[config.mk]
export PLATFORM = sky130hd
export DESIGN_NAME = router_ctrl_fsm
export DESIGN_NICKNAME = d
export VERILOG_FILES = /design/src/rtl/router_pkg.sv /design/src/rtl/router_ctrl_fsm.sv
export SDC_FILE = /design/constraint.sdc
export NUM_CORES = 1
export LEC_CHECK = 0
export CORE_AREA = 2 2 54 56
export DETAILED_ROUTE_END_ITERATION = 7
export DIE_AREA = 0 0 56 58
export MAX_ROUTING_LAYER = met4
export PLACE_DENSITY_LB_ADDON = 0.08
export SETUP_SLACK_MARGIN = 0.4
export SLEW_MARGIN = 20
export SYNTH_ARGS = -nofsm -noshare
export SYNTH_HDL_FRONTEND = slang
export SYNTH_SLANG_ARGS = --single-unit
[constraint.sdc]
create_clock -name clk -period 1.82 [get_ports clk]
set_input_delay 0.455 -clock clk [delete_from_list [all_inputs] [get_ports clk]]
set_output_delay 0.455 -clock clk [all_outputs]
set_load 0.005 [all_outputs]
[src/rtl/router_pkg.sv]
// Shared definitions for the 1xN packet router control path: legal port
// counts, the controller state encoding and the address-width helper.
package router_pkg;

  // Legal range for the number of output FIFOs behind one router.
  localparam int MIN_PORTS = 2;
  localparam int MAX_PORTS = 16;

  // Controller state codes. Codes 9..15 are unused and recover to decode.
  localparam logic [3:0] ST_DECODE_ADDRESS     = 4'd0;
  localparam logic [3:0] ST_WAIT_TILL_EMPTY    = 4'd1;
  localparam logic [3:0] ST_LOAD_FIRST_DATA    = 4'd2;
  localparam logic [3:0] ST_LOAD_DATA          = 4'd3;
  localparam logic [3:0] ST_FIFO_FULL_STATE    = 4'd4;
  localparam logic [3:0] ST_LOAD_AFTER_FULL    = 4'd5;
  localparam logic [3:0] ST_LOAD_PARITY        = 4'd6;
  localparam logic [3:0] ST_CHECK_PARITY_ERROR = 4'd7;
  localparam logic [3:0] ST_DROP_PACKET        = 4'd8;

  typedef enum logic [3:0] {
    DECODE_ADDRESS     = ST_DECODE_ADDRESS,
    WAIT_TILL_EMPTY    = ST_WAIT_TILL_EMPTY,
    LOAD_FIRST_DATA    = ST_LOAD_FIRST_DATA,
    LOAD_DATA          = ST_LOAD_DATA,
    FIFO_FULL_STATE    = ST_FIFO_FULL_STATE,
    LOAD_AFTER_FULL    = ST_LOAD_AFTER_FULL,
    LOAD_PARITY        = ST_LOAD_PARITY,
    CHECK_PARITY_ERROR = ST_CHECK_PARITY_ERROR,
    DROP_PACKET        = ST_DROP_PACKET
  } state_t;

  // Header address field width; a 2-port router still needs one bit.
  function automatic int addr_width(input int ports);
    return (ports <= 2) ? 1 : $clog2(ports);
  endfunction

endpackage

[src/rtl/router_ctrl_fsm.sv]
// Packet-router control FSM for a 1xN router. Decodes the header address,
// waits for a busy destination to drain, sequences header/payload/parity
// loads into the selected FIFO, discards packets addressed to a port that
// does not exist and aborts a packet when its destination is soft-reset.
//
// Handshake: pkt_valid qualifies data_in and every byte; there is no ready
// path back to the source. A byte is taken on every rising edge where
// pkt_valid is high and the FSM is in a load or drop state; busy=1 tells the
// source the controller cannot take a new byte this cycle. pkt_valid low
// while loading marks the parity byte.
module router_ctrl_fsm
  import router_pkg::*;
#(
  parameter int  NUM_PORTS  = 3,
  parameter int  DROP_CNT_W = 8,
  localparam int ADDR_W     = addr_width(NUM_PORTS)
) (
  input  logic                  clk,
  input  logic                  rstn,
  input  logic                  pkt_valid,
  input  logic [ADDR_W-1:0]     data_in,
  input  logic                  fifo_full,
  input  logic [NUM_PORTS-1:0]  fifo_empty,
  input  logic [NUM_PORTS-1:0]  soft_reset,
  input  logic                  parity_done,
  input  logic                  low_pkt_valid,
  output logic                  detect_add,
  output logic                  lfd_state,
  output logic                  ld_state,
  output logic                  laf_state,
  output logic                  full_state,
  output logic                  write_enb_reg,
  output logic                  rst_int_reg,
  output logic                  busy,
  output logic                  drop_state,
  output logic [ADDR_W-1:0]     dest_addr,
  output logic                  dest_valid,
  output logic [DROP_CNT_W-1:0] drop_cnt
);

  if (NUM_PORTS < MIN_PORTS || NUM_PORTS > MAX_PORTS) begin : g_bad_ports
    $error("router_ctrl_fsm: NUM_PORTS out of range");
  end

  state_t state_q;
  state_t state_d;

  logic addr_invalid;
  logic hdr_accept;
  logic hdr_drop;
  logic soft_abort;

  assign addr_invalid = (int'(data_in) >= NUM_PORTS);
  assign hdr_accept   = (state_q == DECODE_ADDRESS) && pkt_valid && !addr_invalid;
  assign hdr_drop     = (state_q == DECODE_ADDRESS) && pkt_valid && addr_invalid;

  // A soft reset only matters for the port currently holding a live packet.
  assign soft_abort = soft_reset[dest_addr] && dest_valid &&
                      (state_q != DECODE_ADDRESS) && (state_q != DROP_PACKET);

  // Next-state rules for the packet sequence.
  always_comb begin
    state_d = state_q;
    unique case (state_q)
      DECODE_ADDRESS: begin
        if (pkt_valid) begin
          if (addr_invalid)             state_d = DROP_PACKET;
          else if (fifo_empty[data_in]) state_d = LOAD_FIRST_DATA;
          else                          state_d = WAIT_TILL_EMPTY;
        end
      end
      WAIT_TILL_EMPTY: begin
        if (fifo_empty[dest_addr]) state_d = LOAD_FIRST_DATA;
      end
      LOAD_FIRST_DATA: state_d = LOAD_DATA;
      LOAD_DATA: begin
        if (fifo_full)       state_d = FIFO_FULL_STATE;
        else if (!pkt_valid) state_d = LOAD_PARITY;
      end
      FIFO_FULL_STATE: begin
        if (!fifo_full) state_d = LOAD_AFTER_FULL;
      end
      LOAD_AFTER_FULL: begin
        if (parity_done)        state_d = DECODE_ADDRESS;
        else if (low_pkt_valid) state_d = LOAD_PARITY;
        else                    state_d = LOAD_DATA;
      end
      LOAD_PARITY: state_d = CHECK_PARITY_ERROR;
      CHECK_PARITY_ERROR: begin
        if (fifo_full) state_d = FIFO_FULL_STATE;
        else           state_d = DECODE_ADDRESS;
      end
      DROP_PACKET: begin
        if (!pkt_valid) state_d = DECODE_ADDRESS;
      end
      default: state_d = DECODE_ADDRESS;
    endcase
  end

  // State register; a destination soft reset overrides the normal sequence.
  always_ff @(posedge clk or negedge rstn) begin
    if (!rstn)           state_q <= DECODE_ADDRESS;
    else if (soft_abort) state_q <= DECODE_ADDRESS;
    else                 state_q <= state_d;
  end

  // Destination latch; dest_valid is dropped on abort or a clean packet end.
  always_ff @(posedge clk or negedge rstn) begin
    if (!rstn) begin
      dest_addr  <= '0;
      dest_valid <= 1'b0;
    end else if (soft_abort) begin
      dest_valid <= 1'b0;
    end else if (hdr_accept) begin
      dest_addr  <= data_in;
      dest_valid <= 1'b1;
    end else if ((state_q == CHECK_PARITY_ERROR) && !fifo_full) begin
      dest_valid <= 1'b0;
    end
  end

  // Saturating count of packets discarded for an out-of-range address.
  always_ff @(posedge clk or negedge rstn) begin
    if (!rstn)                          drop_cnt <= '0;
    else if (hdr_drop && !(&drop_cnt))  drop_cnt <= drop_cnt + DROP_CNT_W'(1);
  end

  // Moore decodes of the state register.
  assign detect_add    = (state_q == DECODE_ADDRESS);
  assign lfd_state     = (state_q == LOAD_FIRST_DATA);
  assign ld_state      = (state_q == LOAD_DATA);
  assign laf_state     = (state_q == LOAD_AFTER_FULL);
  assign full_state    = (state_q == FIFO_FULL_STATE);
  assign drop_state    = (state_q == DROP_PACKET);
  assign rst_int_reg   = (state_q == CHECK_PARITY_ERROR);
  assign write_enb_reg = (state_q == LOAD_DATA) || (state_q == LOAD_AFTER_FULL) ||
                         (state_q == LOAD_PARITY);
  assign busy          = !((state_q == DECODE_ADDRESS) || (state_q == LOAD_DATA) ||
                           (state_q == DROP_PACKET));

endmodule

==> impl_results.md <==
- CTS tree: done
- Hold buffer count at cts: 0
- Util after Layout: between 70% and 80%
- Vias in the first global route: 1408
- Skew-Pair Late Insertion Delay: 0.28 ns
- Post-route ant nets: 0
- Syn nets: 131
- Initial core utilization: around 39%
- DR WL/cell: 16.3 µm
- VDD IR max: 986 µV
- Post-Syn Area: 1040 µm²
- Nets: 228
- Warnings from Yosys: 0
- Crit start category: flop
- Antenna violations before repair: 0
- Crit-path max FO: 4
- Grt ovf: 0
- Worst Path Required: 2.00 ns
- Worst-margin pin slew: 0.319 ns
- Switching share of power: 39.9%
- Reg2reg setup slack: -0.17 ns
- First-pass GRT wire length: roughly 6.5 mm
- Area Growth Syn to Fin: 103%
- Worst Hold Class: primary input to asynchronous set/reset pin
- Post-synthesis sequential area ratio: 36.2%
- Area of the core: between 2000 and 3000 µm²
- Final setup fails: 19
- Logic pwr share: 73.5%
- # port buffers: 33
- Share of cells above drive strength 1: 57.1%
- Max Clock Skew: 0.00281 ns
- CP top delay family: simple AND/OR/NAND/NOR gates
- Gr usage total: 26.2%
- Total power: 2.77 mW
- Drt pass-1 iters: 4
- Vias/cell: 5.42
- Slowest cell on crit path: or4_4
- Slew HR: 78.6%
- Int Pwr: 1.67 mW
- CTS Buf Count: 3
- Final period util: 110%
- Clk buf depth: 2
- Final Hold Fails: 0
- Netlist cell types: 43
- Site Rows: 19
- Status: finished, violations left
- NetSw: 1.10 mW
- H-tree levels: 1
- CP Capture Type: flop
- F_max: 501 MHz
- Most used cell, CP: buf_6
- Clock slew at reported path FFs: around 0.09 ns
- RSZ-0062 raised after global routing: true
- Die height: 58 µm
- # DRC: 0
- Final wirelength: 3.97 mm
- Syn Area/Cell: 8.94 µm²
- Sequential Power Share: between 10% and 20%
- Detail Placement HPWL: 2.25 mm
- Failing checks: negative setup slack
- Largest net degree at the start of global routing: 16
- First DRT Iteration DRCs: 38
- Leak: 1.02 nW
- Async S/R FF share, synth: 100%
- Post-synth EDFFs: 0
- Buf+Inv Stages, Crit Path: 4
- CP cell instances: buf_6 > or4_4 > clkinv_4 > buf_6 > o2111ai_4 > buf_4 > mux2_2
- Die Wd: 56 µm
- Clock power frac: 7.1%
- Die area: around 3200 µm²
- Crit-path max cell delay: 0.56 ns
- Setup CP Type: flop to flop
- Min setup slack post-route: -0.175 ns
- GPL Wtd Cong: around 0.86
- Clk root buf: clkbuf_4
- FF+latch count, synth: 15
- Total inserted antenna cells: 0
- Synth Flop Type: dfrtp_1
- Clk sinks: 15
- Boundary Pins: 34
- Total number of vias: around 1.3k
- Worst slack, placed: -0.307 ns
- Fin crit period: 1.99 ns
- Fill cells: 195
- Synth Instances: 116
- Max-slew violation total from the final report: 0
- Worst path arrival time: 2.17 ns
- Max-Cap Viols: 0
- TNS Setup: -2.11 ns
- Pwr dens: 1310 nW/µm²
## cell families after synthesis
group,synth area share [%]
buf+inv,4.58
flops,36.2
compound gates,20.1
xor+xnor,5.91
mux,5.31
fa+ha+maj,1.21
simple gates,26.7
## final cells by class
type	count	area, µm²	area share [%]
flip-flops and latches	15	377	17.9
repair buffers	96	846	40.1
inverters	7	33.8	1.60
clock buffers	4	26.3	1.25
multi-input cells	90	786	37.3
well taps	31	38.8	1.84
## metal layers
metal,GRT usage (%),vias to the layer above,wire length (µm)
met3,3.13,16,151
met2,44.7,47,2090
met1,30.0,637,1570
met5,-,-,0
li1,-,616,-
met4,15.0,0,150
## final timing paths
check / cells past startpoint / endpoint / startpoint
max: 7 / drop_cnt[1] / state_q[3]
max in group asynchronous: 2 / dest_addr[1] / rstn
min: 2 / drop_cnt[0] / rstn
min in group clk: 2 / drop_cnt[6] / drop_cnt[6]
min reg2reg: 2 / drop_cnt[6] / drop_cnt[6]
max reg2reg: 7 / drop_cnt[1] / state_q[3]
## sequential cells by signal, summed over array words and instances (netlist names)
name        cells
state_q         4
drop_cnt        8
dest_valid      1
dest_addr       2
## cell usage in the layout, fill, tap and decap left out, drive strengths merged, types with 2 or more instances in the layout
master and n:
xor2 6, clkbuf 4, o31ai 2, dfrtp 15, a211oi 5, and2 2, o21ai 4, nand3 5
clkdlybuf4s15 3, a2111oi 2, or3 2, dlygate4sd2 5, mux2 4, inv 6, nor3b 2, nor2 11
nand2 10, buf 75, nand3b 2, a21oi 5, or2 2, clkdlybuf4s50 13, nor3 6
## worst register-to-register path, cell delays in order (launching register included)
cell,delay (ns)
dfrtp_1,0.40
buf_6,0.12
or4_4,0.56
clkinv_4,0.07
buf_6,0.10
o2111ai_4,0.15
buf_4,0.21
mux2_2,0.26
## synthesized netlist by cell type (2+ instances only)
master	instances	share of area [%]
nand3_1	5	2.4
nor3_1	6	2.9
o21ai_0	4	1.9
nand2_1	10	3.6
and2_1	2	1.2
clkbuf_1	3	1.1
nor3b_1	2	1.4
o31ai_1	2	1.4
nor2_1	11	4.0
dfrtp_1	15	36
xor2_1	6	5.1
inv_1	6	2.2
a21oi_1	5	2.4
nand3b_1	2	1.4
or3_1	2	1.2
a211oi_1	5	3.6
mux2_2	4	4.3
## through the flow
| stage | std cells | cell area (µm²) | hold WS (ns) |
|---|---|---|---|
| 2_1_floorplan | 116 | 1060 | 0.159 |
| 3_3_place_gp | 201 | 1600 | 0.492 |
| 3_5_place_dp | 201 | 1600 | 0.498 |
| 4_1_cts | 236 | 1970 | 0.478 |
| 5_1_grt | 243 | 2110 | 0.497 |
| 6_report | 243 | 2110 | 0.479 |
## power groups by stage
stage | Sequential, mW | Combinational [mW] | Clock [mW]
floorplan | 0.547 | 0.604 | 0
finish | 0.538 | 2.04 | 0.195
CTS | 0.527 | 1.81 | 0.200
detailed placement | 0.554 | 1.26 | 0
global route | 0.551 | 2.17 | 0.211
global placement | 0.551 | 1.25 | 0
## repair_timing
item,in CTS,in global routing
endpoints found under the hold margin,0,0
pin swaps,17,10
setup buffers,31,7
gates resized for setup,101,20
setup endpoints to repair,34,27
Note: power is estimated with default switching activity, not from simulation.
